## src/rtl/serial_deser.sv

```systemverilog
// serial_deser: collects an LSB-first bit-serial two's-complement word
// into a WIDTH-bit parallel register with a one-deep valid/ready output
// stage, a sticky overrun flag and a one-cycle frame-abort pulse.
module serial_deser #(
    parameter int WIDTH = 8
) (
    input  logic             t_clk,
    input  logic             r,
    input  logic             y_in,
    input  logic             bit_en,
    input  logic             sof,
    input  logic             word_ready,
    input  logic             clr_ovr,
    output logic [WIDTH-1:0] word_out,
    output logic             word_valid,
    output logic             sign,
    output logic             overrun,
    output logic             frame_err
);

    localparam int CNT_W = $clog2(WIDTH);
    localparam logic [CNT_W-1:0] CNT_LAST = CNT_W'(WIDTH - 1);
    localparam logic [CNT_W-1:0] CNT_ONE  = CNT_W'(1);

    typedef enum logic {
        IDLE  = 1'b0,
        SHIFT = 1'b1
    } state_t;

    state_t           state_q, state_d;
    logic [CNT_W-1:0] cnt_q, cnt_d;
    logic [WIDTH-1:0] shreg_q, shreg_d;
    logic [WIDTH-1:0] word_q, word_d;
    logic             sign_q, sign_d;
    logic             valid_q, valid_d;
    logic             ovr_q, ovr_d;
    logic             ferr_q, ferr_d;

    logic [WIDTH-1:0] first_bit;   // fresh frame: current bit at position 0
    logic [WIDTH-1:0] shreg_ins;   // partial word with current bit inserted
    logic             complete;

    assign word_out   = word_q;
    assign sign       = sign_q;
    assign word_valid = valid_q;
    assign overrun    = ovr_q;
    assign frame_err  = ferr_q;

    // Next-state logic for the frame FSM, shift register and output stage
    always_comb begin
        state_d   = state_q;
        cnt_d     = cnt_q;
        shreg_d   = shreg_q;
        word_d    = word_q;
        sign_d    = sign_q;
        valid_d   = valid_q;
        ovr_d     = ovr_q;
        ferr_d    = 1'b0;
        complete  = 1'b0;

        first_bit = '0;
        first_bit[0] = y_in;
        shreg_ins = shreg_q;
        shreg_ins[cnt_q] = y_in;

        case (state_q)
            IDLE: begin
                // Bits arriving without a start-of-frame marker are ignored.
                if (bit_en && sof) begin
                    shreg_d = first_bit;
                    cnt_d   = CNT_ONE;
                    state_d = SHIFT;
                end
            end
            SHIFT: begin
                if (bit_en) begin
                    if (sof) begin
                        // Abort the partial frame and restart on this bit.
                        shreg_d = first_bit;
                        cnt_d   = CNT_ONE;
                        ferr_d  = 1'b1;
                    end else if (cnt_q == CNT_LAST) begin
                        complete = 1'b1;
                        shreg_d  = shreg_ins;
                        cnt_d    = '0;
                        state_d  = IDLE;
                    end else begin
                        shreg_d = shreg_ins;
                        cnt_d   = cnt_q + CNT_ONE;
                    end
                end
            end
            default: begin
                state_d = IDLE;
                cnt_d   = '0;
            end
        endcase

        // Clear first so a simultaneous new drop still leaves overrun set.
        if (clr_ovr) begin
            ovr_d = 1'b0;
        end

        if (complete) begin
            if (!valid_q || word_ready) begin
                word_d  = shreg_ins;
                sign_d  = shreg_ins[WIDTH-1];
                valid_d = 1'b1;
            end else begin
                // Output still occupied: drop the new word, keep the old one.
                ovr_d = 1'b1;
            end
        end else if (valid_q && word_ready) begin
            valid_d = 1'b0;
        end
    end

    // State registers with asynchronous active-low reset
    always_ff @(posedge t_clk or negedge r) begin
        if (!r) begin
            state_q <= IDLE;
            cnt_q   <= '0;
            shreg_q <= '0;
            word_q  <= '0;
            sign_q  <= 1'b0;
            valid_q <= 1'b0;
            ovr_q   <= 1'b0;
            ferr_q  <= 1'b0;
        end else begin
            state_q <= state_d;
            cnt_q   <= cnt_d;
            shreg_q <= shreg_d;
            word_q  <= word_d;
            sign_q  <= sign_d;
            valid_q <= valid_d;
            ovr_q   <= ovr_d;
            ferr_q  <= ferr_d;
        end
    end

endmodule

```

## config.mk

```make
export PLATFORM = sky130hd
export DESIGN_NAME = serial_deser
export DESIGN_NICKNAME = d
export VERILOG_FILES = /design/src/rtl/serial_deser.sv
export SDC_FILE = /design/constraint.sdc
export NUM_CORES = 1
export LEC_CHECK = 0
export ABC_AREA = 1
export ABC_CLOCK_PERIOD_IN_PS = 1280
export CORE_MARGIN = 3
export CORE_UTILIZATION = 27
export DETAILED_ROUTE_END_ITERATION = 16
export MAX_ROUTING_LAYER = met4
export PLACE_DENSITY = 0.47
export SYNTH_ARGS = -nofsm -noshare
export SYNTH_HDL_FRONTEND = slang
export SYNTH_SLANG_ARGS = --single-unit
export TNS_END_PERCENT = 20
```

## constraint.sdc

```tcl
create_clock -name t_clk -period 1.28 [get_ports t_clk]
set_input_delay 0.384 -clock t_clk [delete_from_list [all_inputs] [get_ports t_clk]]
set_output_delay 0.384 -clock t_clk [all_outputs]
set_load 0.005 [all_outputs]
```

==> flow_summary.ini, run 1 <==
[global_routing]
grt_max_degree = 24
grt-ovfl-total = 0
grt_pass1_vias = 915
grt_pass1_wl_um = 4040
grt_usage_pct = 11.8
antenna_found_initial = 0

[route]
firstDrtPassIters = 4
via_count = 962
postRouteAntennaNets = 0
drc_errors = 0
wirelength_um = 2490
drt-wirelength-per-cell_um = 11.5
drtIter0Drc = 30
routed_via_density = 4.43

[clock_tree]
cts_buffers = 3
cts-htree-levels = 1
clkLatencyLatePin_ps = 270
cts.path.max_buffers = 2
cts_tree = done
numClockSinks = 23
root_buffer = clkbuf_8
clk_pin_slew_ps = 90

[timing]
min_period_over_period_pct = 101
setup_tns_ps = -22.1
finalSetupViolations = 4
slew_headroom_pct = 84.0
slew_violations = 0
grt_setup_unrepaired = true
tightest_slew_ps = 239
max_freq_ghz = 0.773
skew_ps = 2.00
period_needed_ps = 1290
setup_ws_ps = -14.1
hold_viol = 0

[logic_synthesis]
synth.distinct_cells = 17
synth_seq_area_share_pct = 54.2
yosysTopAreaCell = dfrtp_1
ys_warn_count = 0
ys_seq_elements = 23
synthCells = 132
synthArstFlopShare_pct = 100
netlist_top_cells_count = nand2_1 (68), dfrtp_1 (23), nand3_1 (8)
synth_ff_type = dfrtp_1
synth_top_cell_area_share_pct = 54.2
synth.most_common_cell = nand2_1
ys_top_cells_by_area = dfrtp_1 (54%), nand2_1 (24%), nand3_1 (3.8%), o21ai_1 (3.3%), inv_1 (2.5%)
syn_nets = 141
syn_area_sq_um = 1060
synth_edf_count = 0
avgSynthCellArea_sq_um = 8.04

[critical_path]
crit_top_cell = nand2_1
crit_path_end_kind = register
cp_max_fo = 8
critical_path.top_delay_family = flip-flops
path_cells = ha_2, ha_4, nand2_4, inv_4, nand3_4, inv_8, nand2_1, nand2_1
critPathKind = register to register
cpMaxStageDelayCell = dfrtp_1
worst_path_largest_cell_delay_ps = 400
critPathLaunchType = register
crit_buf_inv = 2
critPathArrivalTime_ps = 1460
required_ps = 1440

[finish]
drive_gt1_share_pct = 26.6
area_growth_pct = 42.9
nets = 179
fin_cells = 217
final_util_pct = 40.8
antenna_cells = 0

[placement]
pre_cts_slack_ps = -307
dp_hpwl_um = 1790
place_congestion = 0.767
port_buffers = 18
place_inst = 207

[power_and_ir_drop]
power-per-cell-area_nw_per_um2 = 1590
p_total_mw = 2.41
seqPwrFrac_pct = 41.4
combPwrFrac_pct = 39.3
p_sw_mw = 0.856
ir_drop_uv = 457
switching_share_pct = 35.6
power.share.clock_pct = 19.2
p_leak_nw = 0.798
internal_power_mw = 1.55

[status]
status = complete, but fails checks
violations = setup timing

[floorplan]
fp.dieH_um = 68.7
die_w_um = 68.7
ioPinCount = 19
rows = 22
start_util_pct = 28.6
coreArea_sq_um = 3720
die_area_sq_um = 4720

[hold_path]
hold_path_class = primary input to async pin

[job]
drv_cap = 0
-- flip-flops by register name, indices dropped and copies added, names as in the netlist --
register    count
word_valid      1
shreg_q         8
frame_err       1
overrun         1
word_out        8
cnt_q           3
state_q         1
-- timing repair --
| action | CTS | global route |
|---|---|---|
| pin swaps | 0 | 1 |
| gates cloned | 0 | 1 |
| buffers inserted | 5 | 0 |
| setup endpoints to repair | 22 | 21 |
| hold buffers | 0 | 0 |
| gates resized for setup | 23 | 21 |
-- final cells by class --
class | count | area, sq um
repair buffers | 33 | 287
multi-input cells | 98 | 497
fillers | 390 | 2200
flip-flops and latches | 23 | 576
clock buffers | 3 | 41.3
well taps | 48 | 60.1
clock inverters | 1 | 5.00
inverters | 11 | 51.3
-- cells in the final DEF (no fill, tap or decap), types with 2 or more instances in the layout --
master / instances
nand3_1: 8
nor2_1: 2
clkdlybuf4s50_1: 4
o21ai_0: 3
inv_1: 5
inv_2: 4
clkbuf_8: 3
nand2_2: 6
buf_4: 14
clkbuf_2: 4
clkdlybuf4s15_1: 8
o21ai_1: 7
dfrtp_1: 23
nand2_1: 61
-- power by group through the flow --
stage | registers (mW) | clock network, mW | logic [mW]
floorplan | 1.04 | 0 | 0.454
global placement | 1.01 | 0 | 0.866
detailed placement | 1.01 | 0 | 0.882
CTS | 0.996 | 0.475 | 0.920
global route | 1.02 | 0.513 | 1.07
finish | 0.997 | 0.463 | 0.946
-- final timing paths --
kind                                     to  depth (start not counted)        start  slack, ps
worst max-delay path            word_out[1]                          8     cnt_q[0]        -10
max in group asynchronous          cnt_q[1]                          2            r        680
worst max register to register  word_out[1]                          8     cnt_q[0]        -10
worst min-delay path             shreg_q[7]                          2            r        460
worst min register to register  word_out[4]                          2  word_out[4]        490
min in group t_clk              word_out[4]                          2  word_out[4]        490
-- layer usage --
| layer | routed length, um | vias up | GRT usage (%) |
|---|---|---|---|
| li1 | - | 493 | - |
| met1 | 1190 | 453 | 14.5 |
| met2 | 1210 | 14 | 19.1 |
| met3 | 73 | 2 | 1.94 |
| met4 | 11 | 0 | 5.21 |
| met5 | 0 | - | - |
-- kinds of logic (layout without fill, tap and decap cells) --
family | Yosys count | in the layout | share of synthesized area (%)
AOI/OAI and AO/OA | 14 | 14 | 7.31
adders and majority gates | 2 | 2 | 2.36
buffers and inverters | 12 | 48 | 4.72
DFF | 23 | 23 | 54.2
and+or+nand+nor | 81 | 82 | 31.4
-- stage by stage --
step	cell area (sq um)	hold slack (ps)
6_report	1520	462
5_1_grt	1520	463
4_1_cts	1480	467
3_5_place_dp	1400	467
3_3_place_gp	1400	462
2_1_floorplan	1080	88.4
No activity file was read; power rests on OpenSTA's default activity.
==> inputs of run 2 (changes only) <==
--- a/config.mk
+++ b/config.mk
@@ -6,12 +6,13 @@
 export NUM_CORES = 1
 export LEC_CHECK = 0
 export ABC_AREA = 1
-export ABC_CLOCK_PERIOD_IN_PS = 1280
+export ABC_CLOCK_PERIOD_IN_PS = 1120
 export CORE_MARGIN = 3
 export CORE_UTILIZATION = 27
 export DETAILED_ROUTE_END_ITERATION = 16
+export DONT_BUFFER_PORTS = 1
 export MAX_ROUTING_LAYER = met4
-export PLACE_DENSITY = 0.47
+export PLACE_DENSITY = 0.41
 export SYNTH_ARGS = -nofsm -noshare
 export SYNTH_HDL_FRONTEND = slang
 export SYNTH_SLANG_ARGS = --single-unit
==> constraint.sdc (replaced) <==
create_clock -name t_clk -period 1.12 [get_ports t_clk]
set_input_delay 0.336 -clock t_clk [delete_from_list [all_inputs] [get_ports t_clk]]
set_output_delay 0.336 -clock t_clk [all_outputs]
set_load 0.005 [all_outputs]
==> run 2 against run 1 <==
Effect of this change: the run still ends with setup timing left; sequential power grew 18%; routed wire length shrank 1.9%; sequential share of layout area grew 4.8 points; clock-buffer cell count grew 1; cell count shrank 11%; first-iteration DRC count shrank 20%; non-clock buffer count shrank 23; critical endpoint is now word_out[3]; largest cell class unchanged.
==> flow_summary.ini, run 2 (synthesis gave the netlist of run 1 again) <==
[global_routing]
grt_max_degree = 24
antenna_found_initial = 0
grt-ovfl-total = 0
grt_pass1_wl_um = 4180
grt_pass1_vias = 861
grt_usage_pct = 12.6

[floorplan]
start_util_pct = 28.6
die_w_um = 68.7
fp.dieH_um = 68.7
rows = 22
ioPinCount = 19
coreArea_sq_um = 3720
die_area_sq_um = 4720

[clock_tree]
cts-htree-levels = 1
clk_pin_slew_ps = 80
post_cts_buffers = 0
cts.path.max_buffers = 2
clkLatencyLatePin_ps = 260
numClockSinks = 23
cts_buffers = 3
root_buffer = clkbuf_8
cts_tree = done

[critical_path]
critPathArrivalTime_ps = 1410
regToRegSetupSlack_ps = -130
critPathKind = register to register
r2r_end = word_out[3]
crit_path_end_kind = register
critPathLaunchType = register
cp_max_fo = 8
required_ps = 1280
reg2reg_from = cnt_q[1]
rr_worst_depth = 8

[route]
wirelength_um = 2440
drc_errors = 0
drt-wirelength-per-cell_um = 12.6
via_count = 851
drtIter0Drc = 24
postRouteAntennaNets = 0
routed_via_density = 4.39
firstDrtPassIters = 4

[placement]
pre_cts_slack_ps = -177
place_congestion = 0.739
dpl_cell_area_sq_um = 1210
port_buffers = 0
dp_hpwl_um = 1750
place_inst = 187

[finish]
antenna_cells = 0
fillers = 400
final_cell_area_sq_um = 1350
area_growth_pct = 27.2
fin_cells = 194
layout_common_cells = nand2_1 (58), dfrtp_1 (22), nand2_2 (9)
mostFrequentLayoutCell = nand2_1
drive_gt1_share_pct = 28.1
nets = 156

[power_and_ir_drop]
ir_drop_uv = 492
power-per-cell-area_nw_per_um2 = 1960
p_leak_nw = 0.688
p_total_mw = 2.65

[timing]
min_period_over_period_pct = 111
skew_ps = 3.65
slew_headroom_pct = 78.2
max_freq_ghz = 0.802
finalSetupViolations = 17
period_needed_ps = 1250
grt_setup_unrepaired = true
hold_viol = 0
tightest_slew_ps = 327
setup_ws_ps = -127
slew_violations = 0

[hold_path]
hold_path_class = primary input to register
hold_path_end = overrun
min_from = clr_ovr
hold_path_depth = 1

[status]
status = complete, but fails checks
violations = setup timing

[job]
drv_cap = 0
==> run 2: repair_timing <==
action / in CTS / in global routing
setup endpoints to repair: 18 / 20
gates cloned: 1 / 0
pin swaps: 3 / 2
hold buffers: 2 / 0
endpoints found under the hold margin: 23 / 0
gates resized for setup: 10 / 11
==> run 2: cell type report <==
class	instances	area, sq um	area share [%]
Clock buffer	4	45.0	3.34
Timing Repair Buffer	10	106	7.88
Sequential cell	23	577	42.7
Inverter	11	51.3	3.80
Tap cell	48	60.1	4.45
Multi-Input combinational cell	98	510	37.8
==> run 2: critical path, cell delays in order, from the launching register on <==
cell and delay [ps]:
dfrtp_1 390, ha_2 200, ha_4 160, nand2_4 60, inv_4 40, nand3_4 120
inv_8 60, nand2_1 60, nand2_1 50
==> run 2: per-layer routing <==
| metal | wire (um) | GRT usage (%) | vias to the layer above | part of all wire [%] |
|---|---|---|---|---|
| met3 | 85 | 2.76 | 2 | 3.5 |
| li1 | - | - | 446 | - |
| met5 | 0 | - | - | 0 |
| met2 | 1110 | 19.0 | 18 | 45 |
| met4 | 18 | 4.47 | 0 | 0.74 |
| met1 | 1230 | 16.6 | 385 | 50 |
==> run 2: worst max path at each step <==
stage | from | end | cells past startpoint
3_5_place_dp | cnt_q[1] | word_out[6] | 8
2_1_floorplan | cnt_q[1] | word_out[1] | 8
4_1_cts | cnt_q[0] | word_out[2] | 8
3_3_place_gp | cnt_q[1] | word_out[2] | 8
6_report | cnt_q[1] | word_out[3] | 8
5_1_grt | cnt_q[0] | word_out[2] | 8
==> run 2: metrics by stage <==
stage,hold WS [ps],setup TNS (ps),util (%)
final,164,-1350,36.3
after global routing,145,-2850,36.3
after CTS,152,-1960,35.5
after detailed placement,41.0,-1870,32.5
after global placement,41.0,-1650,32.5
after floorplan,40.4,-1520,-
==> run 2: where the power goes <==
part / switching [mW] / internal (mW)
clock: 0.269 / 0.254
sequential: 0.148 / 1.03
combinational: 0.544 / 0.408
total: 0.961 / 1.69
